## src/rtl/wb_host_master.sv

```systemverilog
// wb_host_master: Wishbone classic single-transfer initiator.
// It takes one command over a valid/ready channel and runs one cyc/stb
// read or write. It then returns the ack data over a valid/ready response
// channel. Every output comes straight from a flop.
// Optional feature: define WB_HOST_MASTER_TIMEOUT_EN to abort a transfer
// that has seen no ack for TIMEOUT_CYCLES bus cycles. An aborted transfer
// returns rsp_err=1. Without the macro the bus waits forever and rsp_err is 0.
module wb_host_master #(
    parameter int AW             = 32,
    parameter int DW             = 32,
    parameter int TIMEOUT_CYCLES = 255
) (
    input  logic            wb_clk_i,
    input  logic            wb_rst_i,
    input  logic            cmd_valid,
    output logic            cmd_ready,
    input  logic            cmd_we,
    input  logic [AW-1:0]   cmd_adr,
    input  logic [DW-1:0]   cmd_dat,
    input  logic [DW/8-1:0] cmd_sel,
    output logic            rsp_valid,
    input  logic            rsp_ready,
    output logic [DW-1:0]   rsp_dat,
    output logic            rsp_err,
    output logic            wbm_cyc_o,
    output logic            wbm_stb_o,
    output logic            wbm_we_o,
    output logic [AW-1:0]   wbm_adr_o,
    output logic [DW-1:0]   wbm_dat_o,
    output logic [DW/8-1:0] wbm_sel_o,
    input  logic [DW-1:0]   wbm_dat_i,
    input  logic            wbm_ack_i,
    output logic            busy,
    output logic [15:0]     txn_count
);

    typedef enum logic [1:0] {
        IDLE = 2'd0,
        BUS  = 2'd1,
        RESP = 2'd2
    } state_t;

    state_t            state, state_n;
    logic              cmd_ready_n, rsp_valid_n, cyc_n, we_n, busy_n;
    logic [AW-1:0]     adr_n;
    logic [DW-1:0]     dat_n, rsp_dat_n;
    logic [DW/8-1:0]   sel_n;
    logic [15:0]       txn_count_n;

    // Classic Wishbone: strobe always follows cycle for single transfers
    assign wbm_stb_o = wbm_cyc_o;

`ifdef WB_HOST_MASTER_TIMEOUT_EN
    localparam int TO_RAW = $clog2(TIMEOUT_CYCLES + 1);
    localparam int TO_W   = (TO_RAW < 8) ? 8 : ((TO_RAW > 16) ? 16 : TO_RAW);

    logic [TO_W-1:0] to_cnt;
    logic            to_hit;
    logic            rsp_err_n;

    // Expiry fires on the edge that would bring the count to TIMEOUT_CYCLES
    assign to_hit = (to_cnt == TO_W'(TIMEOUT_CYCLES - 1));

    // Wait counter: held at zero outside BUS, so it starts at zero on entry
    always_ff @(posedge wb_clk_i or posedge wb_rst_i) begin
        if (wb_rst_i)
            to_cnt <= '0;
        else if (state != BUS)
            to_cnt <= '0;
        else if (!wbm_ack_i)
            to_cnt <= to_cnt + 1'b1;
    end
`else
    logic unused_timeout_cfg;
    assign unused_timeout_cfg = (TIMEOUT_CYCLES != 0);
    assign rsp_err = 1'b0;
`endif

    // Next-state and next-output decode; every register holds by default
    always_comb begin
        state_n     = state;
        cmd_ready_n = cmd_ready;
        rsp_valid_n = rsp_valid;
        rsp_dat_n   = rsp_dat;
        cyc_n       = wbm_cyc_o;
        we_n        = wbm_we_o;
        adr_n       = wbm_adr_o;
        dat_n       = wbm_dat_o;
        sel_n       = wbm_sel_o;
        txn_count_n = txn_count;
`ifdef WB_HOST_MASTER_TIMEOUT_EN
        rsp_err_n   = rsp_err;
`endif
        case (state)
            IDLE: begin
                if (cmd_valid) begin
                    we_n        = cmd_we;
                    adr_n       = cmd_adr;
                    dat_n       = cmd_dat;
                    sel_n       = cmd_sel;
                    cyc_n       = 1'b1;
                    cmd_ready_n = 1'b0;
                    state_n     = BUS;
                end
            end
            BUS: begin
                if (wbm_ack_i) begin
                    cyc_n       = 1'b0;
                    rsp_dat_n   = wbm_we_o ? '0 : wbm_dat_i;
                    rsp_valid_n = 1'b1;
                    txn_count_n = txn_count + 16'd1;
                    state_n     = RESP;
`ifdef WB_HOST_MASTER_TIMEOUT_EN
                    rsp_err_n   = 1'b0;
                end else if (to_hit) begin
                    cyc_n       = 1'b0;
                    rsp_dat_n   = '0;
                    rsp_err_n   = 1'b1;
                    rsp_valid_n = 1'b1;
                    txn_count_n = txn_count + 16'd1;
                    state_n     = RESP;
`endif
                end
            end
            RESP: begin
                if (rsp_ready) begin
                    rsp_valid_n = 1'b0;
                    cmd_ready_n = 1'b1;
                    state_n     = IDLE;
                end
            end
            default: begin
                cyc_n       = 1'b0;
                rsp_valid_n = 1'b0;
                cmd_ready_n = 1'b1;
                state_n     = IDLE;
            end
        endcase
        busy_n = (state_n != IDLE);
    end

    // State and output registers; reset also kills an in-flight bus cycle
    always_ff @(posedge wb_clk_i or posedge wb_rst_i) begin
        if (wb_rst_i) begin
            state     <= IDLE;
            cmd_ready <= 1'b1;
            rsp_valid <= 1'b0;
            rsp_dat   <= '0;
            wbm_cyc_o <= 1'b0;
            wbm_we_o  <= 1'b0;
            wbm_adr_o <= '0;
            wbm_dat_o <= '0;
            wbm_sel_o <= '0;
            busy      <= 1'b0;
            txn_count <= '0;
`ifdef WB_HOST_MASTER_TIMEOUT_EN
            rsp_err   <= 1'b0;
`endif
        end else begin
            state     <= state_n;
            cmd_ready <= cmd_ready_n;
            rsp_valid <= rsp_valid_n;
            rsp_dat   <= rsp_dat_n;
            wbm_cyc_o <= cyc_n;
            wbm_we_o  <= we_n;
            wbm_adr_o <= adr_n;
            wbm_dat_o <= dat_n;
            wbm_sel_o <= sel_n;
            busy      <= busy_n;
            txn_count <= txn_count_n;
`ifdef WB_HOST_MASTER_TIMEOUT_EN
            rsp_err   <= rsp_err_n;
`endif
        end
    end

endmodule

```

## config.mk

```make
export PLATFORM = sky130hd
export DESIGN_NAME = wb_host_master
export DESIGN_NICKNAME = d
export VERILOG_FILES = /design/src/rtl/wb_host_master.sv
export SDC_FILE = /design/constraint.sdc
export NUM_CORES = 1
export LEC_CHECK = 0
export ABC_CLOCK_PERIOD_IN_PS = 6800
export CAP_MARGIN = 20
export CORE_MARGIN = 2
export CORE_UTILIZATION = 35
export CTS_CLUSTER_SIZE = 24
export DETAILED_ROUTE_END_ITERATION = 10
export GPL_TIMING_DRIVEN = 1
export PLACE_DENSITY = 0.69
export SLEW_MARGIN = 20
export SYNTH_ARGS = -nofsm -noshare
export SYNTH_HDL_FRONTEND = slang
export SYNTH_SLANG_ARGS = --single-unit
```

## constraint.sdc

```tcl
create_clock -name wb_clk_i -period 6.8 [get_ports wb_clk_i]
set_input_delay 1.02 -clock wb_clk_i [delete_from_list [all_inputs] [get_ports wb_clk_i]]
set_output_delay 1.02 -clock wb_clk_i [all_outputs]
set_load 0.05 [all_outputs]
```

**After elaboration in Yosys (flattened, before gate mapping)**

Cells that the tools add are included.

- Add/subtract/negate cells: 1
- Equality and inequality tests: 5
- Mux-type cells: 14
- Bitwise gates (word level): 3
- Reduce and logical (&&, ||, !) cells: 7

Operators with widths:

| kind | number |
|---|---|
| two-way mux 32 bit | 1 |
| adder 16 x 1 -> 16 bit, second input constant | 1 |
| case mux 1 bit (3 select lines) | 3 |
| AND reduction 3 bit | 3 |
| two-way mux 1 bit | 6 |
| two-way mux 2 bit | 3 |
| inequality test 2 bit, second input constant | 3 |
| case mux 2 bit (3 select lines) | 1 |
| AND reduction 2 bit | 2 |
| inverter 1 bit | 3 |
| == test 2 x 1 -> 1 bit, second input constant | 1 |
| == test 2 bit, second input constant | 1 |
| zero test 2 bit | 1 |
| nonzero test 2 bit | 1 |

- Register bits: 123
- Bits of input ports: 106
- Output and inout bits: 123

**Longest topological paths before layout**

Gate-level depths: netlist (run 1).

- Depth in word-level cells: 3
- Gate-level depth with buffers: 7

**Least setup slack after synthesis (run 1)**

OpenSTA, ideal clock, no wires.

- Path kind: input port to flip-flop
- From: in cmd_valid
- To: reg wbm_dat_o[10]
- Library setup time: 125 ps
- Arrival time: 1967 ps
- Required time: 6675 ps
- Path slack: 4708 ps
- Stages on the path: 6
- Path buffers: 3
- Cell sequence: nor2b_4 nor2b_4 buf_6 buf_6 buf_8 mux2_4

- Cells in the longest elaborated chain, start to end: 1

RTL lines:

| item | RTL line | text |
|---|---|---|
| start, declared | 15 | `input logic cmd_valid,` |
| AND reduction 2 bit (no line) | -- |  |
| end signal, assigned | 167 | `wbm_dat_o <= dat_n;` |
| end, declared | 29 | `output logic [DW-1:0] wbm_dat_o,` |

No other way between the ends.
A chain may end at the register's enable or synchronous reset.

**Worst setup path after layout (run 1)**

- From: reg wbm_we_o
- To: out wbm_we_o

RTL lines:

| item | RTL line | text |
|---|---|---|
| start, declared | 27 | `output logic wbm_we_o,` |
| start signal, assigned | 165 | `wbm_we_o <= we_n;` |

No word-level cell between the ends.

==> Implementation_results.wiki, run 1 <==
{| class="wikitable"
! Metric !! Value
|-
| Status || complete, no violations
|-
| 1st-iter DRT viols || 88
|-
| Setup Slack @ Placement || about 3.2 ns
|-
| Number of hold buffers added after CTS || 0
|-
| WP data arrival || ~2.2 ns
|-
| Root Buffer Master || sky130_fd_sc_hd__clkbuf_16
|-
| Number of global-route vias before repair || 3667
|-
| Overall via count from detail_route || 3600
|-
| Sequential cell area in the final layout || 3079 µm²
|-
| Synthesized net count || 485
|-
| Master of the slowest instance on the critical path || sky130_fd_sc_hd__clkdlybuf4s50_1
|-
| Worst VDD drop || 0.3214 mV
|-
| Kind of start point of the critical path || flop
|-
| RSZ-0062 raised after global routing || false
|-
| Dominant combinational cell family by area after synthesis || multiplexers
|-
| Library cells used by synthesis || 31
|-
| Sequence of cells on the critical path || clkdlybuf4s50_1
|-
| Compound-Gate Fraction of Synth Area || 0.03798
|-
| Category of cells accounting for the largest share of critical-path delay || buffers and inverters
|-
| Post-Synthesis Mean Instance Area || around 13 µm²
|-
| Combinational cell fraction of total power || 0.523
|-
| Cell type with the largest total area after synthesis || sky130_fd_sc_hd__dfrtp_1
|-
| Fraction of the mapped netlist area in simple logic gates || 0.1159
|-
| Initial antenna violation count || 0
|-
| Number of setup violations in the final report || 0
|-
| Post-route standard cell area excluding fillers || around 7900 µm²
|-
| Commonest cells after routing, fill and taps aside || sky130_fd_sc_hd__clkdlybuf4s50_1 (227), sky130_fd_sc_hd__dfrtp_1 (122), sky130_fd_sc_hd__mux2_2 (59)
|-
| Area share of xor/xnor cells in the synthesized design || 0.02641
|-
| DRT Wirelength || ~12000 µm
|-
| Antenna Cells || 0
|-
| Number of resized instances in the post-cts repair step || 0
|-
| Data required, critical path || between 5 and 6 ns
|-
| Setup TNS || 0 ns
|-
| Post-layout minimum cycle time || roughly 3.2 ns
|-
| Share of synthesized area spent on multiplexers || 0.1657
|-
| TritonCTS Sinks || between 100 and 150
|-
| Transition time at the pin with the least slew margin || about 0.9 ns
|-
| Placement Cell Area || ~7300 µm²
|-
| Yosys reg bits || approximately 120
|-
| X dimension of the die || ~120 µm
|-
| Sequential cell area fraction in the yosys report || 0.6190
|-
| Number of warnings issued by yosys || 0
|-
| Combined global-route utilization of all metal layers || 0.1606
|-
| Share of final-layout standard cells stronger than drive strength 1 || 0.1759
|-
| Hold Violations, Final || 0
|-
| Initial cell density of the core || 0.3584
|-
| Area growth from synthesis to layout || 58.90%
|-
| GRT Residual Overflow || 0
|-
| Area used by multi-input combinational logic || around 1700 µm²
|-
| H-tree depth || 4
|-
| Mapped Area || about 5000 µm²
|-
| Cell Int Power || roughly 2500 µW
|-
| Final-layout fill cell count || 1146
|-
| FMAX || 0.3111 GHz
|-
| Switching power of the nets || roughly 2000 µW
|-
| Port Buffers || around 230
|-
| Number of clock buffers inserted by TritonCTS || 17
|-
| Ratio of total power to cell area || roughly 560 nW/µm²
|-
| Leading cell type in the layout, fill and taps excluded || sky130_fd_sc_hd__clkdlybuf4s50_1
|-
| Via-per-instance ratio || ~4.5
|-
| Worst setup EP type || primary output
|-
| Source-to-sink clock delay at the later pin of the worst-skew pair || 0.40 ns
|-
| Sum of buffers and inverters on the critical path || 1
|-
| TritonCTS clock tree || built
|-
| Routability Congestion || 0.7698
|-
| Max Cap Viol || 0
|-
| Final Slew Violations || 0
|-
| Area of the core region || 13880 µm²
|-
| First-pass GRT wire length || about 19000 µm
|-
| Post-layout worst setup margin || 3.586 ns
|-
| Top Ports || between 200 and 250
|-
| Classification of the worst-slack hold path || reg2reg
|-
| Area enclosed by the die boundary || 15180 µm²
|-
| Number of nets in the layout || 711
|-
| Headroom to the max-slew limit || 0.4015
|-
| Largest net degree at the start of global routing || 73
|-
| Sequential Power Share || 0.285
|-
| Delay of the slowest cell on the worst path || 0.94 ns
|-
| Number of optimization iterations in the first detailed-route pass || 4
|-
| Final ANT Viol Nets || 0
|-
| DR DRC count || 0
|-
| Post-CTS Setup Repair Bufs || 0
|-
| Gate count of the mapped netlist || approximately 380
|-
| Routed wirelength normalized by instance count || roughly 15 µm
|-
| Std cell rows || 43
|-
| Die extent in y || roughly 120 µm
|-
| Part of the total power dissipated in the clock network || 0.192
|-
| Biggest area contributors in the synthesized netlist || sky130_fd_sc_hd__dfrtp_1 (61%), sky130_fd_sc_hd__mux2_2 (13%), sky130_fd_sc_hd__nand2b_1 (4.0%)
|-
| Hpwl dp || about 8600 µm
|-
| Worst clock skew || 0.005780 ns
|-
| Portion of the clock cycle consumed by the worst path in the final layout || 0.4727
|-
| Area share of fa/ha/maj cells after synthesis || 0.002515
|-
| Worst setup path class || reg2out
|-
| Fin Hold WS || about 0.48 ns
|-
| Area fraction of the dominant cell type after synthesis || 0.6137
|-
| Switching Fraction || 0.4485
|-
| Critical-path maximum fanout || 34
|-
| Clk pin slew, worst setup/hold paths || 0.05 ns
|-
| P_leak || roughly 0.0033 µW
|-
| Number of buffers on the longest clock path || 2
|}
==> path summary, 6_finish.rpt <==
check | startpoint | endpoint | slack [ns] | depth (start not counted)
worst min register to register | rsp_dat[2]$_DFFE_PP0P_ | rsp_dat[2]$_DFFE_PP0P_ | 0.48 | 2
worst max register to register | state[1]$_DFF_PP0_ | wbm_adr_o[7]$_DFFE_PP0P_ | 4.27 | 4
worst min-delay path | rsp_dat[2]$_DFFE_PP0P_ | rsp_dat[2]$_DFFE_PP0P_ | 0.48 | 2
min in group asynchronous | wb_rst_i | wbm_adr_o[29]$_DFFE_PP0P_ | 1.09 | 2
worst max-delay path | wbm_we_o$_DFFE_PP0P_ | wbm_we_o | 3.59 | 1
max in group asynchronous | wb_rst_i | rsp_dat[4]$_DFFE_PP0P_ | 4.39 | 3
==> logic make-up (layout without fill, tap and decap cells) <==
group | after synthesis | in the layout
adders and majority gates | 1 | 1
muxes | 70 | 70
and+or+nand+nor | 107 | 107
xor gates and xnor gates | 15 | 15
DFF | 123 | 123
other | 1 | 1
AOI/OAI and AO/OA | 37 | 37
buffers and inverters | 24 | 260
==> cell usage after synthesis (all sizes together) <==
cell    count
a21oi       1
and3        2
buf        17
clkbuf      5
conb        1
dfrtp     122
dfstp       1
ha          1
inv         2
mux2       69
mux2i       1
nand2      47
nand2b     32
nand3       2
nand3b      1
nand4       6
nor2       10
nor2b       2
nor3        3
nor4        1
o21ai      35
o22a        1
or2         1
xnor2      12
xor2        3
==> power by group through the flow <==
| stage | clock (µW) | sequential (µW) | combinational (µW) |
|---|---|---|---|
| after floorplan | 0 | 2340 | 461 |
| after global placement | 0 | 1270 | 2320 |
| after detailed placement | 0 | 1270 | 2350 |
| after CTS | 882 | 1270 | 2350 |
| after global routing | 920 | 1310 | 2430 |
| final | 855 | 1270 | 2330 |
==> flip-flops by register name (all words and copies together), names as in the netlist, 2 cells and up <==
| register | count |
|---|---|
| rsp_dat | 32 |
| wbm_adr_o | 32 |
| wbm_dat_o | 32 |
| txn_count | 16 |
| state | 2 |
| wbm_sel_o | 4 |
==> metrics by stage <==
step           utilization  std cells  power [µW]
6_report            0.5695        794        4448
5_1_grt             0.5695        794        4663
4_1_cts             0.5695        794        4503
3_5_place_dp        0.5288        765        3620
3_3_place_gp        0.5288        765        3585
2_1_floorplan            -        378        2805
==> routing by layer <==
layer  track usage  share of wire  vias to the layer above
met1        0.1908           0.42                     1724
met3       0.05627          0.090                       12
met4       0.06392          0.015                        0
met2        0.2661           0.48                      148
met5             0              0                        -
li1              -              -                     1716
==> cell type report <==
type / instances / share of cell area
flip-flops and latches: 123 / 0.3895
repair buffers: 229 / 0.2893
multi-input cells: 231 / 0.2198
clock buffers: 21 / 0.05951
well taps: 180 / 0.02849
clock inverters: 8 / 0.01203
inverters: 2 / 0.001266
(Power assumes the default switching activity.)
==> run 2: changes to the inputs <==
- ABC_CLOCK_PERIOD_IN_PS: 6800 -> 2600
- PLACE_DENSITY: 0.69 -> 0.71
- clock period: 6.8 -> 2.6 ns (I/O delays scaled with it)
==> Implementation_results.wiki, run 2 (synthesized netlist as in run 1, its figures left out) <==
{| class="wikitable"
! Metric !! Value
|-
| Final Slew Violations || 0 (unchanged)
|-
| Worst clock skew || 0.004992 ns (-0.0007875 ns)
|-
| Top Ports || 229 (unchanged)
|-
| Final-layout fill cell count || 1117 (-2.5%)
|-
| Die extent in y || 123.2 µm (unchanged)
|-
| Via-per-instance ratio || 4.432 (-2.3%)
|-
| GRT Residual Overflow || 0 (unchanged)
|-
| FMAX || approximately 0.47 GHz
|-
| X dimension of the die || 123.2 µm (unchanged)
|-
| Data required, critical path || 2.21 ns (-3.57 ns)
|-
| Area growth from synthesis to layout || 60.04%
|-
| Final core occ || 0.5736 (+0.004056)
|-
| Kind of start point of the critical path || flop
|-
| DR DRC count || 0 (unchanged)
|-
| Delay of the slowest cell on the worst path || 0.81 ns (-0.13 ns)
|-
| P_leak || 0.003356 µW (+0.80%)
|-
| Post-route total power || 11660 µW (+160%)
|-
| Area of the core region || 13880 µm² (unchanged)
|-
| Headroom to the max-slew limit || 0.5723 (+0.1708)
|-
| Layout Cells excl Fill || 801 (+0.88%)
|-
| Classification of the worst-slack hold path || reg2reg
|-
| Worst setup path class || reg2out
|-
| Number of setup violations in the final report || 0 (unchanged)
|-
| Hold Violations, Final || 0 (unchanged)
|-
| 1st-iter DRT viols || 136 (+55%)
|-
| Source-to-sink clock delay at the later pin of the worst-skew pair || 0.40 ns (about the same)
|-
| Max Cap Viol || 0 (unchanged)
|-
| Largest net degree at the start of global routing || 124 (+70%)
|-
| Clk pin slew, worst setup/hold paths || 0.05 ns (about the same)
|-
| Post-CTS Setup Repair Bufs || 0 (unchanged)
|-
| Ratio of total power to cell area || 1464 nW/µm² (+160%)
|-
| Combined global-route utilization of all metal layers || 0.1554 (-0.005170)
|-
| Transition time at the pin with the least slew margin || 0.6415 ns (-0.2543 ns)
|-
| Setup TNS || 0 ns (unchanged)
|-
| Number of hold buffers added after CTS || 0 (unchanged)
|-
| Status || complete, no violations
|-
| Critical-path maximum fanout || 3 (-91%)
|-
| Routability Congestion || 0.7210 (-6.3%)
|-
| DRT Wirelength || 11840 µm (-0.90%)
|-
| TritonCTS Sinks || 123 (unchanged)
|-
| Area enclosed by the die boundary || 15180 µm² (unchanged)
|-
| Worst setup EP type || primary output
|-
| Sum of buffers and inverters on the critical path || 1 (unchanged)
|-
| Sequence of cells on the critical path || clkdlybuf4s50_1
|-
| Commonest cells after routing, fill and taps aside || sky130_fd_sc_hd__clkdlybuf4s50_1 (227), sky130_fd_sc_hd__dfrtp_1 (122), sky130_fd_sc_hd__mux2_2 (59)
|-
| Initial antenna violation count || 0 (unchanged)
|-
| Share of final-layout standard cells stronger than drive strength 1 || 0.1804 (+0.004459)
|-
| H-tree depth || 4 (unchanged)
|-
| Portion of the clock cycle consumed by the worst path in the final layout || 0.8240
|-
| Number of nets in the layout || 715 (+0.56%)
|-
| Number of placed instances with taps included || 769 (+0.52%)
|-
| Hpwl dp || 8540 µm (-1.1%)
|-
| WP data arrival || 1.75 ns (-0.44 ns)
|-
| Std cell rows || 43 (unchanged)
|-
| Initial cell density of the core || 0.3584 (unchanged)
|-
| Registers with the highest flip-flop counts || rsp_dat: 32 flops, wbm_adr_o: 32 flops, wbm_dat_o: 32 flops
|-
| TritonCTS clock tree || built
|-
| Post-layout minimum cycle time || approximately 2.1 ns
|-
| Number of resized instances in the post-cts repair step || 0 (unchanged)
|-
| Final ANT Viol Nets || 0 (unchanged)
|-
| Number of buffers on the longest clock path || 2 (unchanged)
|-
| Category of cells accounting for the largest share of critical-path delay || buffers and inverters
|-
| RSZ-0062 raised after global routing || false
|-
| Number of optimization iterations in the first detailed-route pass || 4 (unchanged)
|-
| Fin Hold WS || 0.4746 ns (-0.002191 ns)
|-
| Root Buffer Master || sky130_fd_sc_hd__clkbuf_16
|-
| Routed wirelength normalized by instance count || 14.79 µm (-1.8%)
|-
| Leading cell type in the layout, fill and taps excluded || sky130_fd_sc_hd__clkdlybuf4s50_1
|-
| Number of global-route vias before repair || 3450 (-5.9%)
|-
| Antenna Cells || 0 (unchanged)
|-
| Master of the slowest instance on the critical path || sky130_fd_sc_hd__clkdlybuf4s50_1
|-
| Port Buffers || 227 (unchanged)
|-
| First-pass GRT wire length || 17900 µm (-3.7%)
|-
| Worst VDD drop || 0.7400 mV (+130%)
|-
| Overall via count from detail_route || 3550 (-1.4%)
|-
| Number of clock buffers inserted by TritonCTS || 17 (unchanged)
|}
==> run 2: cell types whose count changed in the layout (fill, tap and decap cells not counted) <==
cell and delta:
sky130_fd_sc_hd__buf_4 +2, sky130_fd_sc_hd__inv_4 -1, sky130_fd_sc_hd__buf_12 +2, sky130_fd_sc_hd__clkinv_2 +2, sky130_fd_sc_hd__clkbuf_1 +3, sky130_fd_sc_hd__clkbuf_8 -1
==> run 2: layer usage <==
metal / global-route usage / part of all wire / up-vias
met5: 0 / 0 / -
met4: 0.06605 / 0.016 / 0
met3: 0.07103 / 0.11 / 17
met2: 0.2390 / 0.45 / 152
met1: 0.1882 / 0.42 / 1661
li1: - / - / 1720
==> run 2: per-stage QoR <==
| stage | instance area (µm²) | setup WS (ns) |
|---|---|---|
| after floorplan | 4979 | 0.6995 |
| after global placement | 7396 | 0.4953 |
| after detailed placement | 7396 | 0.4536 |
| after CTS | 7961 | 0.4315 |
| after global routing | 7961 | 0.4047 |
| final | 7961 | 0.4576 |
==> run 2: final timing paths <==
| check | startpoint | to | slack [ns] | depth (start not counted) |
|---|---|---|---|---|
| worst max-delay path | cmd_ready$_DFFE_PP1P_ | cmd_ready | 0.46 | 1 |
| worst min-delay path | rsp_dat[4]$_DFFE_PP0P_ | rsp_dat[4]$_DFFE_PP0P_ | 0.47 | 2 |
| worst max register to register | state[1]$_DFF_PP0_ | wbm_adr_o[17]$_DFFE_PP0P_ | 0.87 | 4 |
| worst min register to register | rsp_dat[4]$_DFFE_PP0P_ | rsp_dat[4]$_DFFE_PP0P_ | 0.47 | 2 |
| max in group asynchronous | wb_rst_i | wbm_cyc_o$_DFFE_PP0P_ | 1.60 | 3 |
| min in group asynchronous | wb_rst_i | wbm_sel_o[0]$_DFFE_PP0P_ | 0.54 | 3 |
==> run 2: area by class of cell <==
| cell class | instances | area [µm²] | area share |
|---|---|---|---|
| clock buffers | 23 | 467.9 | 0.05878 |
| clock inverters | 9 | 97.59 | 0.01226 |
| inverters | 2 | 11.26 | 0.001414 |
| multi-input cells | 231 | 1738 | 0.2183 |
| flip-flops and latches | 123 | 3079 | 0.3868 |
| well taps | 180 | 225.2 | 0.02829 |
| repair buffers | 233 | 2342 | 0.2942 |
==> run 2: where the power goes <==
group          internal (µW)  leakage [µW]  switching, µW
registers               2750       0.00151            483
logic                   2230       0.00157           3940
clock network           1450      0.000280            803
